File: src/rtl/div_pkg.sv
// Shared constants and FSM state type for the sequential restoring divider.
package div_pkg;

  localparam int unsigned DefDividendW = 25;
  localparam int unsigned DefDivisorW  = 9;

  typedef enum logic [1:0] {
    StIdle,
    StCalc,
    StDone
  } div_state_e;

endpackage

File: src/rtl/div_step.sv
// One restoring division step: shift in the next dividend bit, trial-subtract the divisor,
// keep the difference when it does not borrow.
module div_step
  import div_pkg::*;
#(
  parameter int unsigned DIVISOR_W = DefDivisorW
) (
  input  logic [DIVISOR_W-1:0] rem_i,
  input  logic                 bit_i,
  input  logic [DIVISOR_W-1:0] divisor_i,
  output logic [DIVISOR_W-1:0] rem_o,
  output logic                 q_bit_o
);

  logic [DIVISOR_W:0]   shifted;
  logic [DIVISOR_W+1:0] trial;

  // Extra top bit of the trial difference is the borrow out.
  always_comb begin
    shifted = {rem_i, bit_i};
    trial   = {1'b0, shifted} - {2'b00, divisor_i};
    q_bit_o = ~trial[DIVISOR_W+1];
    rem_o   = q_bit_o ? trial[DIVISOR_W-1:0] : shifted[DIVISOR_W-1:0];
  end

endmodule

File: src/rtl/seq_divider.sv
// Sequential restoring divider, one quotient bit per clock, valid/ready on both sides.
// Optional macro DIV_ZERO_FAST_EN: a zero divisor skips the CALC phase and completes
// one cycle after acceptance with the same result values.
module seq_divider
  import div_pkg::*;
#(
  parameter int unsigned DIVIDEND_W = DefDividendW,
  parameter int unsigned DIVISOR_W  = DefDivisorW
) (
  input  logic                  clk,
  input  logic                  rst_n,
  input  logic                  in_valid_i,
  output logic                  in_ready_o,
  input  logic [DIVIDEND_W-1:0] dividend_i,
  input  logic [DIVISOR_W-1:0]  divisor_i,
  output logic                  out_valid_o,
  input  logic                  out_ready_i,
  output logic [DIVIDEND_W-1:0] quotient_o,
  output logic [DIVISOR_W-1:0]  remainder_o,
  output logic                  div_by_zero_o
);

  localparam int unsigned     CntW    = $clog2(DIVIDEND_W);
  localparam logic [CntW-1:0] CntLast = CntW'(DIVIDEND_W - 1);

  div_state_e            state_q, state_d;
  // quot_q starts as the dividend; quotient bits shift in at the LSB as dividend bits leave
  // the MSB, so after DIVIDEND_W steps it holds the full quotient.
  logic [DIVIDEND_W-1:0] quot_q, quot_d;
  logic [DIVISOR_W-1:0]  rem_q, rem_d;
  logic [DIVISOR_W-1:0]  divisor_q, divisor_d;
  logic [CntW-1:0]       cnt_q, cnt_d;
  logic                  dbz_q, dbz_d;

  logic [DIVISOR_W-1:0]  step_rem;
  logic                  step_q;

  div_step #(
    .DIVISOR_W(DIVISOR_W)
  ) u_step (
    .rem_i    (rem_q),
    .bit_i    (quot_q[DIVIDEND_W-1]),
    .divisor_i(divisor_q),
    .rem_o    (step_rem),
    .q_bit_o  (step_q)
  );

  // Next-state and datapath update.
  always_comb begin
    state_d   = state_q;
    quot_d    = quot_q;
    rem_d     = rem_q;
    divisor_d = divisor_q;
    cnt_d     = cnt_q;
    dbz_d     = dbz_q;
    unique case (state_q)
      StIdle: begin
        if (in_valid_i) begin
          quot_d    = dividend_i;
          divisor_d = divisor_i;
          rem_d     = '0;
          cnt_d     = CntLast;
          dbz_d     = (divisor_i == '0);
          state_d   = StCalc;
`ifdef DIV_ZERO_FAST_EN
          // Same values the restoring loop would produce for a zero divisor.
          if (divisor_i == '0) begin
            quot_d  = '1;
            rem_d   = dividend_i[DIVISOR_W-1:0];
            state_d = StDone;
          end
`endif
        end
      end
      StCalc: begin
        quot_d = {quot_q[DIVIDEND_W-2:0], step_q};
        rem_d  = step_rem;
        if (cnt_q == '0) begin
          state_d = StDone;
        end else begin
          cnt_d = cnt_q - CntW'(1);
        end
      end
      StDone: begin
        if (out_ready_i) begin
          state_d = StIdle;
        end
      end
      default: state_d = StIdle;
    endcase
  end

  // State and datapath registers.
  always_ff @(posedge clk or negedge rst_n) begin
    if (!rst_n) begin
      state_q   <= StIdle;
      quot_q    <= '0;
      rem_q     <= '0;
      divisor_q <= '0;
      cnt_q     <= '0;
      dbz_q     <= 1'b0;
    end else begin
      state_q   <= state_d;
      quot_q    <= quot_d;
      rem_q     <= rem_d;
      divisor_q <= divisor_d;
      cnt_q     <= cnt_d;
      dbz_q     <= dbz_d;
    end
  end

  // Outputs are straight decodes of registered state.
  always_comb begin
    in_ready_o    = (state_q == StIdle);
    out_valid_o   = (state_q == StDone);
    quotient_o    = quot_q;
    remainder_o   = rem_q;
    div_by_zero_o = dbz_q;
  end

endmodule

File: config.mk
export PLATFORM = sky130hd
export DESIGN_NAME = seq_divider
export DESIGN_NICKNAME = d
export VERILOG_FILES = /design/src/rtl/div_pkg.sv /design/src/rtl/div_step.sv /design/src/rtl/seq_divider.sv
export SDC_FILE = /design/constraint.sdc
export NUM_CORES = 1
export LEC_CHECK = 0
export CAP_MARGIN = 10
export CELL_PAD_IN_SITES_DETAIL_PLACEMENT = 2
export CELL_PAD_IN_SITES_GLOBAL_PLACEMENT = 2
export CORE_MARGIN = 4
export CORE_UTILIZATION = 28
export CTS_CLUSTER_SIZE = 24
export DETAILED_ROUTE_END_ITERATION = 8
export PLACE_DENSITY = 0.9
export REMOVE_ABC_BUFFERS = 1
export SLEW_MARGIN = 20
export SYNTH_ARGS = -nofsm -noshare
export SYNTH_HDL_FRONTEND = slang
export SYNTH_SLANG_ARGS = --single-unit
File: constraint.sdc
create_clock -name clk -period 2.5 [get_ports clk]
set_input_delay 0.625 -clock clk [delete_from_list [all_inputs] [get_ports clk]]
set_output_delay 0.625 -clock clk [all_outputs]
set_load 0.1 [all_outputs]
==> results of run 1 <==
-- registers in the layout (all words and copies together) (netlist names) --
name           cells
cnt_q              5
div_by_zero_o      1
divisor_q          9
quotient_o        25
remainder_o        9
state_q            2
-- worst max-delay path: stages (launching register included) --
cell and delay (ns):
dfrtp_1 0.45, ha_1 0.44, a21oi_1 0.33, nor3_1 0.14, nor3b_4 0.45, buf_4 0.27, mux2i_1 0.22, o21ai_1 0.08
-- repair_timing --
| item | in CTS | in global routing |
|---|---|---|
| endpoints found under the setup margin | 0 | 9 |
| setup buffers | 0 | 5 |
| gates resized for setup | 0 | 4 |
-- logic make-up (layout without fill, tap and decap cells) --
group / after synthesis / after routing
flip-flops: 51 / 51
adder cells (fa/ha/maj): 12 / 12
XOR/XNOR: 6 / 6
buffers and inverters: 33 / 112
AND/OR/NAND/NOR: 127 / 127
multiplexers: 5 / 5
AO/OA/AOI/OAI: 75 / 75
-- per-layer routing --
metal,up-vias,routed length [um],part of all wire,track usage
li1,1232,-,-,-
met1,1300,3950,0.42,0.203
met2,56,5010,0.53,0.301
met3,9,412,0.043,0.0312
met4,0,102,0.011,0.0397
met5,-,0,0,0
-- final cells by class --
cell class,instances,area share
multi-input combinational,225,0.365
sequential,51,0.343
timing repair buffer,89,0.206
tap,133,0.0447
clock buffer,6,0.0222
inverter,15,0.0151
clock inverter,2,0.00437
-- placed cells by master, fill, tap and decap left out, drive strengths merged, types with 3 or more instances in the layout --
cell type      instances
nand2                 69
buf                   53
dfrtp                 51
clkdlybuf4s50         36
nor2                  32
a31oi                 23
inv                   15
o21ai                 13
ha                    11
a21oi                 10
a32oi                  6
clkbuf                 6
mux2i                  5
nor3                   5
nand2b                 5
xnor2                  4
o31ai                  4
nand3                  3
and2b                  3
a211o                  3
-- worst max-delay path by stage --
stage	cells after the start	endpoint
6_report	7	remainder_o[2]
5_1_grt	7	remainder_o[1]
4_1_cts	8	remainder_o[3]
3_5_place_dp	8	remainder_o[3]
3_3_place_gp	6	remainder_o[0]
2_1_floorplan	4	div_by_zero_o
-- through the flow --
step | cells | hold slack (ns) | setup WS (ns) | utilization | setup TNS (ns)
2_1_floorplan | 291 | 0.329 | -0.639 | - | -24.82
3_3_place_gp | 508 | 0.469 | 0.189 | 0.368 | 0
3_5_place_dp | 508 | 0.497 | 0.0394 | 0.368 | 0
4_1_cts | 516 | 0.318 | 0.000798 | 0.378 | 0
5_1_grt | 521 | 0.322 | -0.0621 | 0.383 | -0.0952
6_report | 521 | 0.294 | 0.00778 | 0.383 | 0
==> results.toml, run 1 <==
[status]
run_status = "completed"

[critical_path]
cp-end-kind = "flop"
regToRegEndpoint = "remainder_o[2]"
crit_start = "remainder_o[4]"
r2r-start = "remainder_o[4]"
critPathLaunchType = "flop"
crit_path_max_fanout = 9
arrival_ns = 2.70
cp.required_ns = 2.71
crit_type = "reg2reg"
r2r_setup_slack_ns = 0.008
r2r_cells = 7

[placement]
dp_hpwl_mm = 6.99
portBuffers = 74
post_dp_cell_area_um2 = 3580
gp_congestion = 0.802

[cells_and_area]
fin_area_um2 = 3730
num-nets-final = 437
num-fill-cells = 1113
area_delta_synth_final_pct = 34.4
diodes = 0
multi_input_area_um2 = 1360
seqCellArea_um2 = 1280
layout-drive-gt1-share = 0.188

[grt]
grt_overflow = 0
grt_pass1_wl_mm = 15.3
grt_max_degree = 40
grt_pass1_vias = 2911
antenna_found_initial = 0
grt_use_total = 0.166

[die]
dieArea_um2 = 11600
std_cell_rows = 36
die_h_um = 108
coreArea_um2 = 9730
ioPinCount = 75
start_util = 0.285
die_x_um = 108

[yosys]
synthFlopType = "dfrtp_1"
synth-seq-area-share = 0.460
synth_area_um2 = 2770
synth_seq_cells = 51
syn_inst = 309
synth_compound_area_frac = 0.189
yosysTopAreaCell = "dfrtp_1"
ys_warn_count = 0
ys_top_cells_by_count = "69 x nand2_1, 51 x dfrtp_1, 32 x nor2_1"
synth-edff-count = 0
ys_types = 47
synth_xor_area_frac = 0.0190
yosysMostFrequentCell = "nand2_1"
yosys.area_share.adder = 0.0569
postSynthAreaPerCell_um2 = 8.97
synth_top_family_by_area = "simple AND/OR/NAND/NOR gates"
synthArstFlopShare = 1.00
synth.area.top_cells = "dfrtp_1 46%, nand2_1 9.3%, a31oi_1 5.2%, ha_1 5.0%, nor2_1 4.3%"
synth_top_area_frac = 0.460
synthSimpleGateAreaFrac = 0.203
muxShareOfSynthArea = 0.0181

[sta]
final-max-slew-violation-count = 0
relSlewSlack = 0.555
layout_min_cycle_time_ns = 2.49
setup_viol = 0
worst_pin_slew_ns = 0.668
hold_violations = 0
max_freq_mhz = 401
final.period_utilization = 0.997
skew_ns = 0.0104

[detailed_routing]
drcViolationCount = 0
viasPerCell = 4.98
wl_mm = 9.48
postRouteAntennaNets = 0
dr.pass1.iters = 4
detail_route.wl_per_cell_um = 18.2
num_vias = 2597
drt_first_iter_violations = 89

[flow_run]
drv_cap = 0

[clocking]
cts_root_buf = "clkbuf_8"
cts_buffers = 5
cts_hold_buf = 0
clkSinkCount = 51
cts_tree = "done"
ctsLongestPathBuffers = 2
clock_latency_ns = 0.32
h-tree-depth = 2
path_clk_slew_ns = 0.10

[worst_hold_path]
hold_class = "in2async"
Power of run 1 is not shown: default switching activity piles up to over one toggle a cycle in this logic, so the estimate is an artifact.
==> inputs of run 2 (changes only) <==
--- a/config.mk
+++ b/config.mk
@@ -9,10 +9,11 @@
 export CELL_PAD_IN_SITES_DETAIL_PLACEMENT = 2
 export CELL_PAD_IN_SITES_GLOBAL_PLACEMENT = 2
 export CORE_MARGIN = 4
-export CORE_UTILIZATION = 28
+export CORE_UTILIZATION = 29
+export CTS_BUF_LIST = sky130_fd_sc_hd__clkbuf_2
 export CTS_CLUSTER_SIZE = 24
 export DETAILED_ROUTE_END_ITERATION = 8
-export PLACE_DENSITY = 0.9
+export PLACE_DENSITY = 0.92
 export REMOVE_ABC_BUFFERS = 1
 export SLEW_MARGIN = 20
 export SYNTH_ARGS = -nofsm -noshare
==> results.toml, run 2 (same netlist as run 1, synthesis figures left out) <==
[critical_path]
cp-end-kind = "flop"
r2r-start = "divisor_q[0]"
crit_type = "reg2reg"
slowest_stage = "dfrtp_1"
crit_path_max_incr_delay_ns = 0.46
critPathLaunchType = "flop"
cp.required_ns = 2.89
path_delay_family = "simple AND/OR/NAND/NOR gates"
arrival_ns = 2.80
crit_path_max_fanout = 6
crit_start = "divisor_q[0]"
worst-path-buf-inv = 0
path_cells = "ha_1, fa_1, nand2b_4, a2111oi_4, nor3b_4, or3_1, o21ai_1"

[sta]
setup_viol = 0
layout_min_cycle_time_ns = 2.40
fin_setup_tns_ns = 0
max_freq_mhz = 416
final.period_utilization = 0.961
skew_ns = 0.0339
grt_setup_unrepaired = "true"
relSlewSlack = 0.583
worst_pin_slew_ns = 0.620
hold_violations = 0
final-max-slew-violation-count = 0

[clocking]
ctsLongestPathBuffers = 2
path_clk_slew_ns = 0.29
clkSinkCount = 51
cts_buffers = 5
cts_tree = "done"
clock_latency_ns = 0.44
h-tree-depth = 2
cts_root_buf = "clkbuf_2"

[placement]
portBuffers = 74
gp_congestion = 0.784
dp_hpwl_mm = 6.51

[detailed_routing]
viasPerCell = 5.03
drt_first_iter_violations = 81
postRouteAntennaNets = 0
detail_route.wl_per_cell_um = 17.8
wl_mm = 9.10
drcViolationCount = 0
num_vias = 2571
dr.pass1.iters = 4

[die]
ioPinCount = 75
die_x_um = 106
start_util = 0.299
dieArea_um2 = 11200
coreArea_um2 = 9280
std_cell_rows = 35
die_h_um = 106

[cells_and_area]
layout-drive-gt1-share = 0.170
area_delta_synth_final_pct = 32.7
num-fill-cells = 1061
mostFrequentLayoutCell = "nand2_1"
largest_register_ff_count = 25
num-nets-final = 432
diodes = 0
final_cell_mix = "69 x nand2_1, 51 x dfrtp_1, 43 x buf_4"

[status]
run_status = "completed"

[grt]
grt_pass1_vias = 2882
antenna_found_initial = 0
grt_pass1_wl_mm = 14.9
grt_use_total = 0.165
grt_overflow = 0
grt_max_degree = 47

[flow_run]
drv_cap = 0

[worst_hold_path]
hold_class = "in2async"
run 2: layer usage:
metal | wire, um | part of all wire | up-vias | track usage
li1 | - | - | 1223 | -
met1 | 3940 | 0.43 | 1296 | 0.199
met2 | 4770 | 0.52 | 45 | 0.306
met3 | 302 | 0.033 | 7 | 0.0306
met4 | 82 | 0.0090 | 0 | 0.0315
met5 | 0 | 0 | - | 0
run 2: worst register-to-register path: stages, from the launching register on:
cell       delay [ns]
dfrtp_1          0.46
ha_1             0.22
fa_1             0.41
nand2b_4         0.18
a2111oi_4        0.44
nor3b_4          0.14
or3_1            0.40
o21ai_1          0.12
run 2: final timing paths:
check,end,slack (ns),depth (start not counted)
min reg2reg,cnt_q[0],0.54,1
max,remainder_o[3],0.1,7
max in group asynchronous,quotient_o[13],1.85,2
max reg2reg,remainder_o[3],0.1,7
min in group clk,cnt_q[0],0.54,1
min,cnt_q[2],0.1,1
run 2: timing repair:
action,in CTS,in global routing
buffers inserted,2,0
pin swaps,0,0
gates cloned,0,1
hold buffers,0,0
endpoints found under the setup margin,1,4
resized for setup,0,3
run 2: through the flow:
stage | util | cells | area (um^2) | setup WS [ns] | hold slack, ns
2_1_floorplan | - | 291 | 2680 | -0.639 | 0.329
3_3_place_gp | 0.385 | 501 | 3580 | 0.169 | 0.475
3_5_place_dp | 0.385 | 501 | 3580 | 0.0572 | 0.505
4_1_cts | 0.394 | 510 | 3650 | 0.0899 | 0.0924
5_1_grt | 0.396 | 511 | 3680 | -0.0174 | 0.0794
6_report | 0.396 | 511 | 3680 | 0.0968 | 0.0980
run 2: final cells by class:
cell class | instances | area (um^2) | area share
multi-input combinational | 226 | 1380 | 0.374
sequential | 51 | 1280 | 0.347
timing repair buffer | 83 | 748 | 0.203
tap | 129 | 161 | 0.0439
inverter | 15 | 56.3 | 0.0153
clock inverter | 2 | 37.5 | 0.0102
clock buffer | 5 | 25.0 | 0.00680
Power of run 2 is left out for the same reason.
==> edit 1: new RTL, settings of run 1 <==
Add a define of `DIV_ZERO_FAST_EN`.
--- a/src/rtl/seq_divider.sv
+++ b/src/rtl/seq_divider.sv
@@ -1,6 +1,8 @@
 // Sequential restoring divider, one quotient bit per clock, valid/ready on both sides.
 // Optional macro DIV_ZERO_FAST_EN: a zero divisor skips the CALC phase and completes
 // one cycle after acceptance with the same result values.
+`define DIV_ZERO_FAST_EN
+
 module seq_divider
   import div_pkg::*;
 #(
Behaviour: not the same (Yosys sat finds a counterexample within 4 cycles, from zero or initial values and one cycle with rst_n low).
==> edit 1 against run 1 <==
  * The run now ends with negative setup slack left
  * Design area rose by 5.8%
  * Area after synthesis is 1.8% higher
  * Non-clock buffer count up 14
  * Setup slack worse by 26 ps
  * Sequential cell count did not move
  * Via count increased by 4.5%
  * Routed wire length up 5.8%
  * Critical path type unchanged
Power is left out: the tool's default activity adds up to more than one toggle a clock period on the data nets, which glitch-free logic cannot reach.
==> edit 1: results (changes against run 1) <==
sequential share of cell area 32.4% (was 34.3%); Clock Path Buffers 2 (unchanged); synthesized flop and latch total 51 (unchanged); Reg-to-Reg Start quotient_o[24] (was remainder_o[4]); dpl hpwl 7310 um (was 6990 um); Worst Path Arrival 2700 ps (about the same); number of non-clock buffers 103 (was 89); Filler Cells Inserted 1071 (was 1113); Crit Reg-Reg Endpoint remainder_o[1] (was remainder_o[2]); multi-input combinational area share 37.3% (was 36.5%); M2 GR Usage 31.6% (was 30.1%); Max transition margin 58.5% (was 55.5%); CTS root buffer clkbuf_8 (unchanged); synth top area cells dfrtp_1 (45%), o21ai_0 (6.9%), a22oi_1 (6.4%), nand2_1 (6.0%), ha_1 (4.9%) (was dfrtp_1 (46%), nand2_1 (9.3%), a31oi_1 (5.2%), ha_1 (5.0%), nor2_1 (4.3%)); routed wire length 10000 um (was 9480 um); outcome finished, violations left (was finished, final reports clean); Max stage delay cell, worst path dfrtp_1 (unchanged); first-pass GRT wire length 15800 um (was 15300 um); Largest delay share family, worst path compound AO/OA/AOI/OAI gates (was simple AND/OR/NAND/NOR gates); Synth cell types 49 (was 47); met1 usage 19.6% (was 20.3%); comb_multi_in 216 (was 225); vias in the first global route 2971 (was 2911); setup ws final -18.6 ps (was 7.78 ps); Most common cell on crit path inv_2; Overall Global Routing Usage 17.1% (was 16.6%); 1st-iter DRT viols 76 (was 89); Signal buf overhead 22.5% (was 20.6%); largest net degree at the start of global routing 39 (was 40); Worst-path clk slew 100 ps (about the same); ant diodes 0 (unchanged); DP Area 0.00371 sq mm (was 0.00358 sq mm); met3 Use GR 4.48% (was 3.12%); Reg2Reg Depth 10 (was 7); top cells by count, synth dfrtp_1 (51), nand2_1 (45), o21ai_0 (39) (was nand2_1 (69), dfrtp_1 (51), nor2_1 (32)); Syn. warnings 0 (unchanged); GPL Wtd Cong 0.798 (was 0.802); failing checks negative setup slack; Via Count 2714 (was 2597); Setup TNS Final -24.2 ps (was 0 ps); Largest register FFs 25 (unchanged); crit-path max FO 7 (was 9); non-clock inverter count 16 (was 15); die area 0.0118 sq mm (was 0.0116 sq mm); final worst clock skew 3.77 ps (was 10.4 ps); initial antenna violation count 0 (unchanged); layout cells sized above 1 25.4% (was 18.8%); Post-layout nets 443 (was 437); CP peak stage delay 410 ps (was 450 ps); Port Buffer Count 74 (unchanged); ClkCell Share 2.16% (was 2.65%); Seq/Total Area, Yosys 45.2% (was 46.0%); Hold Path Class input port to asynchronous set/reset pin (unchanged); # setup viols final 2 (was 0); clock buffer count in the final layout 6 (unchanged)
## edit 1: cell count changes after synthesis, moves of 5 or more
cell,delta
o21ai_0,+38
a22oi_1,+24
nand2_1,-24
nor2_1,-24
a31oi_1,-21
o21ai_1,-12
a211oi_1,+11
and3_1,+6
a21oi_1,+5
a32oi_1,-5
## edit 1: logic make-up (layout without fill, tap and decap cells)
| kind of cell | Yosys count | count (layout) | share of synthesized area [%] |
|---|---|---|---|
| muxes | 3 | 3 | 1.06 |
| and+or+nand+nor | 86 | 86 | 15.3 |
| adders and majority gates | 12 | 12 | 5.59 |
| buffers and inverters | 34 | 127 | 5.28 |
| xor gates and xnor gates | 6 | 6 | 1.86 |
| AOI/OAI and AO/OA | 109 | 109 | 25.7 |
| DFF | 51 | 51 | 45.2 |
## edit 1: repair_timing
item / 4_1_cts / 5_1_grt
setup endpoints to repair: 4 / 10
buffers inserted: 6 / 3
pin swaps: 3 / 8
resized for setup: 6 / 12
## edit 1: through the flow
step                worst slack [ps]  instances  hold slack, ps  util (%)
finish                         -18.6        527             276      40.3
global route                    -133        527             294      40.3
CTS                             4.79        524             291      39.6
detailed placement              -213        510             490      38.0
global placement                -116        510             465      38.0
floorplan                      -1130        283             329         -
## edit 1: worst max path at each step
stage	start	slack [ps]	end
CTS	quotient_o[24]	5	remainder_o[1]
global placement	divisor_i[8]	-120	remainder_o[5]
floorplan	state_q[0]	-1130	quotient_o[5]
global route	quotient_o[24]	-130	remainder_o[4]
detailed placement	divisor_i[8]	-210	quotient_o[7]
finish	quotient_o[24]	-20	remainder_o[1]
## edit 1: layer usage
layer  share of wire (%)  vias to the layer above
li1                    -                     1270
met2                  53                       58
met5                   0                        -
met3                 5.2                        9
met1                  41                     1377
met4                 1.0                        0
==> edit 2: new RTL, settings of run 1 <==
Made on the original files. The 3 states of `div_state_e` get a one-hot encoding in 3 bits.
--- a/src/rtl/div_pkg.sv
+++ b/src/rtl/div_pkg.sv
@@ -4,10 +4,10 @@
   localparam int unsigned DefDividendW = 25;
   localparam int unsigned DefDivisorW  = 9;
 
-  typedef enum logic [1:0] {
-    StIdle,
-    StCalc,
-    StDone
+  typedef enum logic [2:0] {
+    StIdle = 3'b001,
+    StCalc = 3'b010,
+    StDone = 3'b100
   } div_state_e;
 
 endpackage
Function: no difference found for any inputs over 10 cycles, from zero or initial values and one cycle with rst_n low; not proved beyond that.
==> edit 2 against run 1 <==
  * Setup slack improved by 100 ps
  * Design area shrank 0.60%
  * Critical path depth up 2
  * Routed wire length grew 0.30%
  * Sequential cell count increased by 1
  * Synthesized cell count down 5.2%
  * First-iteration DRC count is 9.0% lower
  * Area after synthesis decreased by 0.99%
  * Critical path type unchanged
Power is left out: the tool's default activity adds up to more than one toggle a clock period on the data nets, which glitch-free logic cannot reach.
==> edit 2: results (changes against run 1) <==
outcome finished, final reports clean (unchanged); Synth cell types 46 (was 47); crit-path max FO 13 (was 9); synth top area cells dfrtp_1 (46%), nand2_1 (9.4%), a22oi_1 (6.6%), ha_1 (5.0%), nand3_1 (2.2%) (was dfrtp_1 (46%), nand2_1 (9.3%), a31oi_1 (5.2%), ha_1 (5.0%), nor2_1 (4.3%)); Reg2Reg Depth 9 (was 7); WL/cell 19.1 um (was 18.2 um); Crit Reg-Reg Endpoint remainder_o[0] (was remainder_o[2]); layout cells sized above 1 17.3% (was 18.8%); first-pass GRT wire length 15600 um (was 15300 um); CTS HTree Levels 2 (unchanged); final worst clock skew 4.62 ps (was 10.4 ps); top cells by count, synth nand2_1 (69), dfrtp_1 (51), a22oi_1 (24) (was nand2_1 (69), dfrtp_1 (51), nor2_1 (32)); Reg-to-Reg Start quotient_o[24] (was remainder_o[4]); Seq/Total Area, Yosys 47.4% (was 46.0%); GPL Wtd Cong 0.808 (was 0.802); largest net degree at the start of global routing 36 (was 40); Overall Global Routing Usage 17.2% (was 16.6%); setup slack, reg-to-reg 110 ps (was 8 ps); post-synthesis xor/xnor area fraction 2.23% (was 1.90%); initial antenna violation count 0 (unchanged); dpl hpwl 7200 um (was 6990 um); CTS root buffer clkbuf_8 (unchanged); post-synthesis compound-gate area fraction 19.0% (was 18.9%); Via Count 2553 (was 2597); Post-layout nets 419 (was 437); Synth Area in Adders 5.74% (was 5.69%); 1st-iter DRT viols 81 (was 89); proportion of synthesized area in mux cells 1.09% (was 1.81%); Syn. warnings 0 (unchanged); First-pass DRT Iterations 4 (unchanged); vias in the first global route 2945 (was 2911); Worst-Skew Late Latency 310 ps; Hold Path Class input port to asynchronous set/reset pin (unchanged); Max transition margin 63.3% (was 55.5%)
## edit 2: cell types whose count changed after synthesis, sizes merged, moves of 6 or more
cell	delta
a32oi	-6
nand3	+9
nor2	-21
a22oi	+24
a31oi	-20
## edit 2: timing repair
item / in CTS / in global routing
setup buffers: 1 / 1
resized for setup: 0 / 2
setup endpoints to repair: 1 / 7
pin swaps: 1 / 2
## edit 2: routing by layer
metal,up-vias,part of all wire [%],track usage (%)
met5,-,0,0
met4,0,2.4,5.21
met3,14,4.9,3.61
met2,62,53,32.1
met1,1301,40,19.4
li1,1176,-,-
## edit 2: layout make-up
type / count / area, sq um
inverters: 14 / 52.6
clock inverters: 1 / 7.51
repair buffers: 84 / 768
multi-input cells: 212 / 1330
clock buffers: 7 / 86.3
flip-flops and latches: 52 / 1300
fillers: 1068 / 5670
well taps: 129 / 161
## edit 2: cell families after synthesis
logic type / count (synthesis)
compound gates: 72
fa+ha+maj: 12
flops: 52
mux: 3
xor+xnor: 7
simple gates: 118
buf+inv: 29
## edit 2: worst max-delay path: stages, from the launching register on
cell and delay, ps:
dfrtp_1 390, inv_1 80, ha_1 200, fa_1 410
nand2b_4 170, a211oi_4 270, a211oi_4 110, buf_12 160
or3_1 340, o311ai_1 130
## edit 2: how the worst min path moves through the flow
| stage | cells after the start | to | startpoint |
|---|---|---|---|
| 6_report | 1 | quotient_o[10] | rst_n |
| 5_1_grt | 1 | quotient_o[10] | rst_n |
| 4_1_cts | 1 | quotient_o[10] | rst_n |
| 3_5_place_dp | 2 | divisor_q[0] | divisor_q[0] |
| 3_3_place_gp | 2 | div_by_zero_o | div_by_zero_o |
| 2_1_floorplan | 0 | cnt_q[0] | rst_n |
## edit 2: through the flow
step	utilization (%)	setup WS, ps	cells	hold slack, ps	area (sq um)
after floorplan	-	-2380	278	329	2670
after global placement	38.1	239	489	471	3570
after detailed placement	38.1	22.5	489	488	3570
after CTS	39.2	9.86	498	262	3680
after global routing	39.5	3.33	499	284	3700
final	39.5	111	499	253	3700
